## src/rtl/uart_rx_ctrl.sv

```systemverilog
// rtl/uart_rx_ctrl.sv - UART receive frame sequencer; parity stage present only with UART_RX_PARITY_EN
`timescale 1ns/1ps
module uart_rx_ctrl (
    input  logic       clk,
    input  logic       rst,
    input  logic       rx_in,
    input  logic [5:0] prescale,
`ifdef UART_RX_PARITY_EN
    input  logic       par_en,
    input  logic       par_err,
    output logic       par_chk_en,
`endif
    input  logic       strt_glitch,
    input  logic       stp_err,
    output logic [5:0] edge_cnt,
    output logic [3:0] bit_cnt,
    output logic       dat_samp_en,
    output logic       deser_en,
    output logic       strt_chk_en,
    output logic       stp_chk_en,
    output logic       data_valid
);

    localparam logic [2:0] IDLE   = 3'd0;
    localparam logic [2:0] START  = 3'd1;
    localparam logic [2:0] DATA   = 3'd2;
`ifdef UART_RX_PARITY_EN
    localparam logic [2:0] PARITY = 3'd3;
`endif
    localparam logic [2:0] STOP   = 3'd4;

    logic [2:0] state;
    logic [2:0] state_nx;
    logic [5:0] edge_nx;
    logic [3:0] bit_nx;
    logic       valid_nx;
    logic       rx_q;
    logic [5:0] chk_cnt;
    logic [5:0] last_cnt;
    logic       last_edge;
    logic       par_on;
    logic       par_ok;

    assign chk_cnt   = {1'b0, prescale[5:1]} + 6'd2;
    assign last_cnt  = prescale - 6'd1;
    assign last_edge = (edge_cnt == last_cnt);

`ifdef UART_RX_PARITY_EN
    assign par_on = par_en;
    assign par_ok = !par_en || !par_err;
`else
    assign par_on = 1'b0;
    assign par_ok = 1'b1;
`endif

    always_comb begin
        state_nx = state;
        edge_nx  = edge_cnt;
        bit_nx   = bit_cnt;
        valid_nx = 1'b0;
        if (state != IDLE) begin
            edge_nx = last_edge ? 6'd0 : edge_cnt + 6'd1;
            if (last_edge) begin
                bit_nx = bit_cnt + 4'd1;
            end
        end
        case (state)
            // Only a genuine high-to-low transition opens a frame, so a line
            // held low across reset is not mistaken for a start bit.
            IDLE: begin
                if (!rx_in && rx_q) begin
                    state_nx = START;
                end
            end
            START: begin
                if (last_edge) begin
                    state_nx = strt_glitch ? IDLE : DATA;
                end
            end
            DATA: begin
                if (last_edge && bit_cnt == 4'd8) begin
`ifdef UART_RX_PARITY_EN
                    state_nx = par_on ? PARITY : STOP;
`else
                    state_nx = STOP;
`endif
                end
            end
`ifdef UART_RX_PARITY_EN
            PARITY: begin
                if (last_edge) begin
                    state_nx = STOP;
                end
            end
`endif
            STOP: begin
                if (last_edge) begin
                    valid_nx = !stp_err && par_ok;
                    state_nx = rx_in ? IDLE : START;
                end
            end
            default: state_nx = IDLE;
        endcase
        if (state_nx == IDLE || (state_nx == START && state != START)) begin
            edge_nx = 6'd0;
            bit_nx  = 4'd0;
        end
    end

    // Enables are registered from next-state values so each pulse lines up
    // with the edge_cnt value it names; data_valid reports the decision taken
    // in the last STOP cycle, after the stop checker result has settled.
    always_ff @(posedge clk or negedge rst) begin
        if (!rst) begin
            state       <= IDLE;
            edge_cnt    <= 6'd0;
            bit_cnt     <= 4'd0;
            rx_q        <= 1'b0;
            dat_samp_en <= 1'b0;
            deser_en    <= 1'b0;
            strt_chk_en <= 1'b0;
            stp_chk_en  <= 1'b0;
            data_valid  <= 1'b0;
`ifdef UART_RX_PARITY_EN
            par_chk_en  <= 1'b0;
`endif
        end else begin
            state       <= state_nx;
            edge_cnt    <= edge_nx;
            bit_cnt     <= bit_nx;
            rx_q        <= rx_in;
            dat_samp_en <= (state_nx != IDLE);
            deser_en    <= (state_nx == DATA)  && (edge_nx == chk_cnt);
            strt_chk_en <= (state_nx == START) && (edge_nx == chk_cnt);
            stp_chk_en  <= (state_nx == STOP)  && (edge_nx == chk_cnt);
            data_valid  <= valid_nx;
`ifdef UART_RX_PARITY_EN
            par_chk_en  <= (state_nx == PARITY) && (edge_nx == chk_cnt);
`endif
        end
    end

endmodule
```

## config.mk

```make
export PLATFORM = sky130hd
export DESIGN_NAME = uart_rx_ctrl
export DESIGN_NICKNAME = d
export VERILOG_FILES = /design/src/rtl/uart_rx_ctrl.sv
export SDC_FILE = /design/constraint.sdc
export NUM_CORES = 1
export LEC_CHECK = 0
export BUFFER_PORTS_ARGS = -buffer_cell sky130_fd_sc_hd__buf_2
export CORE_UTILIZATION = 50
export DETAILED_ROUTE_END_ITERATION = 10
export MAX_ROUTING_LAYER = met4
export PLACE_DENSITY = 0.82
export SYNTH_ARGS = -nofsm -noshare
export SYNTH_HDL_FRONTEND = slang
export SYNTH_SLANG_ARGS = --single-unit
```

## constraint.sdc

```tcl
create_clock -name clk -period 1.9 [get_ports clk]
set_input_delay 0.475 -clock clk [delete_from_list [all_inputs] [get_ports clk]]
set_output_delay 0.475 -clock clk [all_outputs]
set_load 0.1 [all_outputs]
```

Yosys cells after proc, flatten, opt, wreduce, memory -nomap -nowiden
Cells that the tools add are included.

storage, ports and cells
  register bits after elaboration = 19
  input bits = 11
  output and inout port bits = 15

cells by class
  add/subtract/negate cells = 4
  equality and inequality tests = 10
  mux-type cells = 15
  reductions and logical operators = 16

operator list
  operator                                                number
  two-way mux 6 bit                                       3
  == test 6 bit                                           2
  two-way mux 3 bit                                       4
  two-way mux 4 bit                                       3
  one-hot mux 3 bit (4 select lines)                      1
  adder 5 x 2 -> 6 bit (second input constant)            1
  adder 6 x 1 -> 6 bit (second input constant)            1
  == test 3 x 1 -> 1 bit (second input constant)          2
  == test 3 x 2 -> 1 bit (second input constant)          2
  == test 3 bit (second input constant)                   2
  logical AND 1 bit                                       6
  zero test 3 bit                                         2
  nonzero test 3 bit                                      2
  subtractor 6 x 1 -> 6 bit (second input constant)       1
  adder 4 x 1 -> 4 bit (second input constant)            1
  == test 4 bit (second input constant)                   1
  nonzero test 2 bit                                      2
  two-way mux 1 bit                                       3
  inequality test 3 x 1 -> 1 bit (second input constant)  1
  zero test 1 bit                                         2
  two-way mux 2 bit                                       1
  AND reduction 2 bit                                     1
  logical OR 1 bit                                        1

Longest topological paths before layout
  depth after elaboration = 11
  depth in mapped cells = 9
  mapped depth without buffers = 9

Worst setup path before layout
Ideal clock, no wire load.

  path kind = reg-to-reg
  start = register edge_cnt[0]
  end = register deser_en
  library setup time = 80 ps
  arrival = 2606 ps
  data required time = 1820 ps
  slack = -787 ps
  cell stages (with the launch flop) = 8
  buffers on the path = 0
  path through = dfrtp_1 nand3_2 or4_4 a2111oi_2 nor3_1 o22ai_2 o221ai_2 nor3_2

on the way
  longest elaborated chain between the ends = 10
  elaborated cells on any way between the ends = 17
  those cells by class = add/sub (1); eq/ne (4); mux (7); reduce/logical (5)

ends and longest elaborated chain
  element                             RTL line  RTL
  start: declaration                  15        output logic [5:0] edge_cnt,
  start signal: assignment            129       edge_cnt <= edge_nx;
  == test 6 bit                       46        assign last_edge = (edge_cnt == last_cnt);
  logical AND 1 bit                   81        if (last_edge && bit_cnt == 4'd8) begin
  two-way mux 3 bit                   81
  one-hot mux 3 bit (4 select lines)  67        case (state)
  == test 3 x 1 -> 1 bit              104       if (state_nx == IDLE || (state_nx == START && state != START)) begin
  logical AND 1 bit                   104
  logical OR 1 bit                    104
  two-way mux 6 bit                   104
  == test 6 bit                       133       deser_en <= (state_nx == DATA) && (edge_nx == chk_cnt);
  logical AND 1 bit *                 133
  end signal: assignment              133
  end: declaration                    18        output logic deser_en,

Mark *: on every way between the ends. The rest lies on a longest branch, timed or not.
A chain may end at the register's enable or synchronous reset.

Worst setup path in the final report
  start = register edge_cnt[5]
  end = register stp_chk_en

on the way
  longest elaborated chain between the ends = 10
  elaborated cells on any way between the ends = 17
  those cells by class = add/sub (1); eq/ne (4); mux (7); reduce/logical (5)

ends and longest elaborated chain
  element                             RTL line  RTL
  == test 6 bit                       46
  logical AND 1 bit                   81
  two-way mux 3 bit                   81
  one-hot mux 3 bit (4 select lines)  67
  == test 3 x 1 -> 1 bit              104
  logical AND 1 bit                   104
  logical OR 1 bit                    104
  two-way mux 6 bit                   104
  == test 6 bit                       135       stp_chk_en <= (state_nx == STOP) && (edge_nx == chk_cnt);
  logical AND 1 bit *                 135
  end signal: assignment              135
  end: declaration                    20        output logic stp_chk_en,

Marked as above.

==> metrics.md <==
| Metric | Value |
|---|---|
| # Max-Cap Violations | 0 |
| Antenna violations before repair | 0 |
| DP Worst Slack | -0.457 ns |
| HP Class | input pin to asynchronous set/reset pin |
| Async SR Flop Fraction | 1.00 |
| Antenna Nets Post-Route | 0 |
| Number of synthesized flops with an enable pin | 0 |
| Core area | 0.00257 mm^2 |
| Post-synth top flop | dfrtp_1 |
| Area growth syn-to-layout | 48.7% |
| Vias in the first global route | between 1000 and 1500 |
| Power per cell area | between 1000 and 1500 mW/mm^2 |
| Initial Util | 0.550 |
| Worst setup margin | -0.189 ns |
| Clock Latency Late Sink | roughly 0.31 ns |
| RSZ-0062 raised after global routing | yes |
| CTS H-Tree Depth | 1 |
| Global-route wire length before repair | slightly below 7 mm |
| Inst Count DP | roughly 230 |
| Top cells by area, synth | dfrtp_1, xnor2_1, ha_1 |
| Actual slew at the worst max-slew pin | approximately 0.51 ns |
| Vias/cell | between 6 and 7 |
| GPL Wtd Cong | 0.920 |
| Slew headroom | 0.656 |
| Cells after synthesis | 149 |
| Period Utilization, post-route | 1.10 |
| Crit Path Max Fanout | 5 |
| Failing checks | setup timing |
| Peak VDD IR | between 1000 and 1500 uV |
| Area leader, netlist | dfrtp_1 |
| Status | complete, but fails checks |
| Buf/Inv on CP | 1 |
| Warnings, synthesis | 0 |
| Reg area | ~500 um^2 |
| Final-stage net count | roughly 230 |
| ANT cells | 0 |
| Crit-path leading delay family | compound AO/OA/AOI/OAI gates |
| WP data arrival | between 2 and 2.5 ns |
| Critical path launch point type | flop |
| Yosys top cell area share | 0.337 |
| Row count | 18 |
| Grt ovf | 0 |
| Multi-input logic area | about 0.0011 mm^2 |
| Slowest stage cell, crit path | dfrtp_4 |
| Final core utilization | 0.817 |
| Critical path type | flop to flop |
| Synth Net Count | roughly 170 |
| Die Span Y | 55.1 um |
| CTS tree | done |
| Top-count cell post-synth | dfrtp_1 |
| Drt wl/cell | ~20 um |
| Post-detail-place hpwl | between 3 and 4 mm |
| Port Buffers | 25 |
| DIE AREA | 0.00304 mm^2 |
| Leak | between 0.9 and 1 nW |
| Slew Viols, Final | 0 |
| Post-Layout Cell Count | 243 |
| Layout cells sized above 1 | 0.526 |
| Synth Cell Area | about 0.0014 mm^2 |
| Final setup TNS | -1.66 ns |
| Tot Pwr | 2.42 mW |
| Post-synthesis average cell area | approximately 9.5 um^2 |
| Dpl cell area | 0.00185 mm^2 |
| Filler instances | between 150 and 200 |
| Die Wd | between 50 and 60 um |
| Remaining DRCs | 0 |
| GRT Util Overall | 0.345 |
| Clock root buffer master | clkbuf_4 |
| Clock transition at path regs | approximately 0.11 ns |
| FF+latch count, synth | 19 |
| Slowest stage delay, CP | between 0.5 and 0.6 ns |
| Synth cell types | 50 |
| Final setup vio count | 12 |
| DRT Wirelength | between 4 and 5 mm |
| Hold_buf cts | 0 |
| DR vias | 1519 |
| Crit-path cells | xnor2_4 > nor4_4 > o2111ai_4 > o21ai_4 > buf_4 > a21oi_1 > o221ai_2 > nor2_1 |
| Clock sink count | 19 |
| TritonCTS Buffers | 3 |
| Min Tclk post-route | roughly 2.1 ns |
| Design area | roughly 0.0021 mm^2 |
| Starting DRT DRC Count | 49 |
| Pin count of the biggest net entering global routing | 20 |
| Critical path capture point type | flop |
| CP Data Required Time | 2.11 ns |
| F_max | ~480 MHz |
| Bufs on Longest Clock Path | 2 |
| Final Hold Viols | 0 |
| Top cells by count, synth | dfrtp_1, nor2_1, xnor2_1 |
| Hold Slack | 0.0754 ns |
| Drt first pass iters | 4 |
| Io pins | 26 |
| Seq/Total Area, Yosys | 0.337 |
| Clk_skew | 0.0115 ns |
-- flip-flops by register name, summed over array words and instances (netlist names) --
| signal | count |
|---|---|
| rx_q | 1 |
| strt_chk_en | 1 |
| deser_en | 1 |
| bit_cnt | 4 |
| state | 3 |
| dat_samp_en | 1 |
| edge_cnt | 6 |
| stp_chk_en | 1 |
| data_valid | 1 |
-- power by group --
| group | internal, mW | switching [mW] | total (mW) |
|---|---|---|---|
| logic | 0.595 | 1.04 | 1.64 |
| registers | 0.486 | 0.0843 | 0.571 |
| clock network | 0.0789 | 0.129 | 0.208 |
-- per-layer routing --
metal | global-route usage | part of all wire | vias up
met5 | - | 0 | -
met4 | 0.125 | 0.055 | 0
met3 | 0.0792 | 0.076 | 30
met2 | 0.586 | 0.48 | 85
met1 | 0.395 | 0.39 | 739
li1 | - | - | 665
-- final cells by class --
type	count	area share
multi-input combinational	116	0.509
clock inverter	1	0.00239
timing repair buffer	64	0.205
clock buffer	3	0.0107
sequential	19	0.237
tap	30	0.0179
inverter	10	0.0179
-- logic make-up after synthesis --
family                   Yosys count  synth area share
multiplexers                       2            0.0142
buffers and inverters             14            0.0479
AND/OR/NAND/NOR                   59             0.245
XOR/XNOR                          20             0.124
flip-flops                        19             0.337
adder cells (fa/ha/maj)            7            0.0621
AO/OA/AOI/OAI                     28             0.170
-- what timing repair did --
item	in CTS	in global routing
pin swaps	7	10
buffers inserted	4	1
cloned	0	0
resized for setup	18	14
endpoints found under the setup margin	11	13
-- path summary, 6_finish.rpt --
path	startpoint	endpoint	slack, ns	depth (start not counted)
max in group asynchronous	rst	edge_cnt[4]$_DFF_PN0_	1.48	1
hold reg to reg	bit_cnt[3]$_DFFE_PN0P_	bit_cnt[3]$_DFFE_PN0P_	0.61	2
setup / recovery	edge_cnt[5]$_DFF_PN0_	stp_chk_en$_DFF_PN0_	-0.19	8
min in group clk	stp_err	data_valid$_DFF_PN0_	0.31	2
hold / removal	rst	edge_cnt[5]$_DFF_PN0_	0.08	1
setup reg to reg	edge_cnt[5]$_DFF_PN0_	stp_chk_en$_DFF_PN0_	-0.19	8
-- cells in the final DEF (no fill, tap or decap), drive strengths merged, types with 2 or more instances in the layout --
master    n
buf      64
nor2     19
dfrtp    19
xnor2    13
inv      10
nand2     8
ha        7
xor2      7
nor3      6
nand3     5
nor4      5
o31ai     4
a21oi     4
clkbuf    3
o21ai     3
o31a      2
nand2b    2
mux2i     2
a2111oi   2
or3       2
or2       2
a31oi     2
or4       2
nor3b     2
Note: power is estimated with default switching activity, not from simulation.
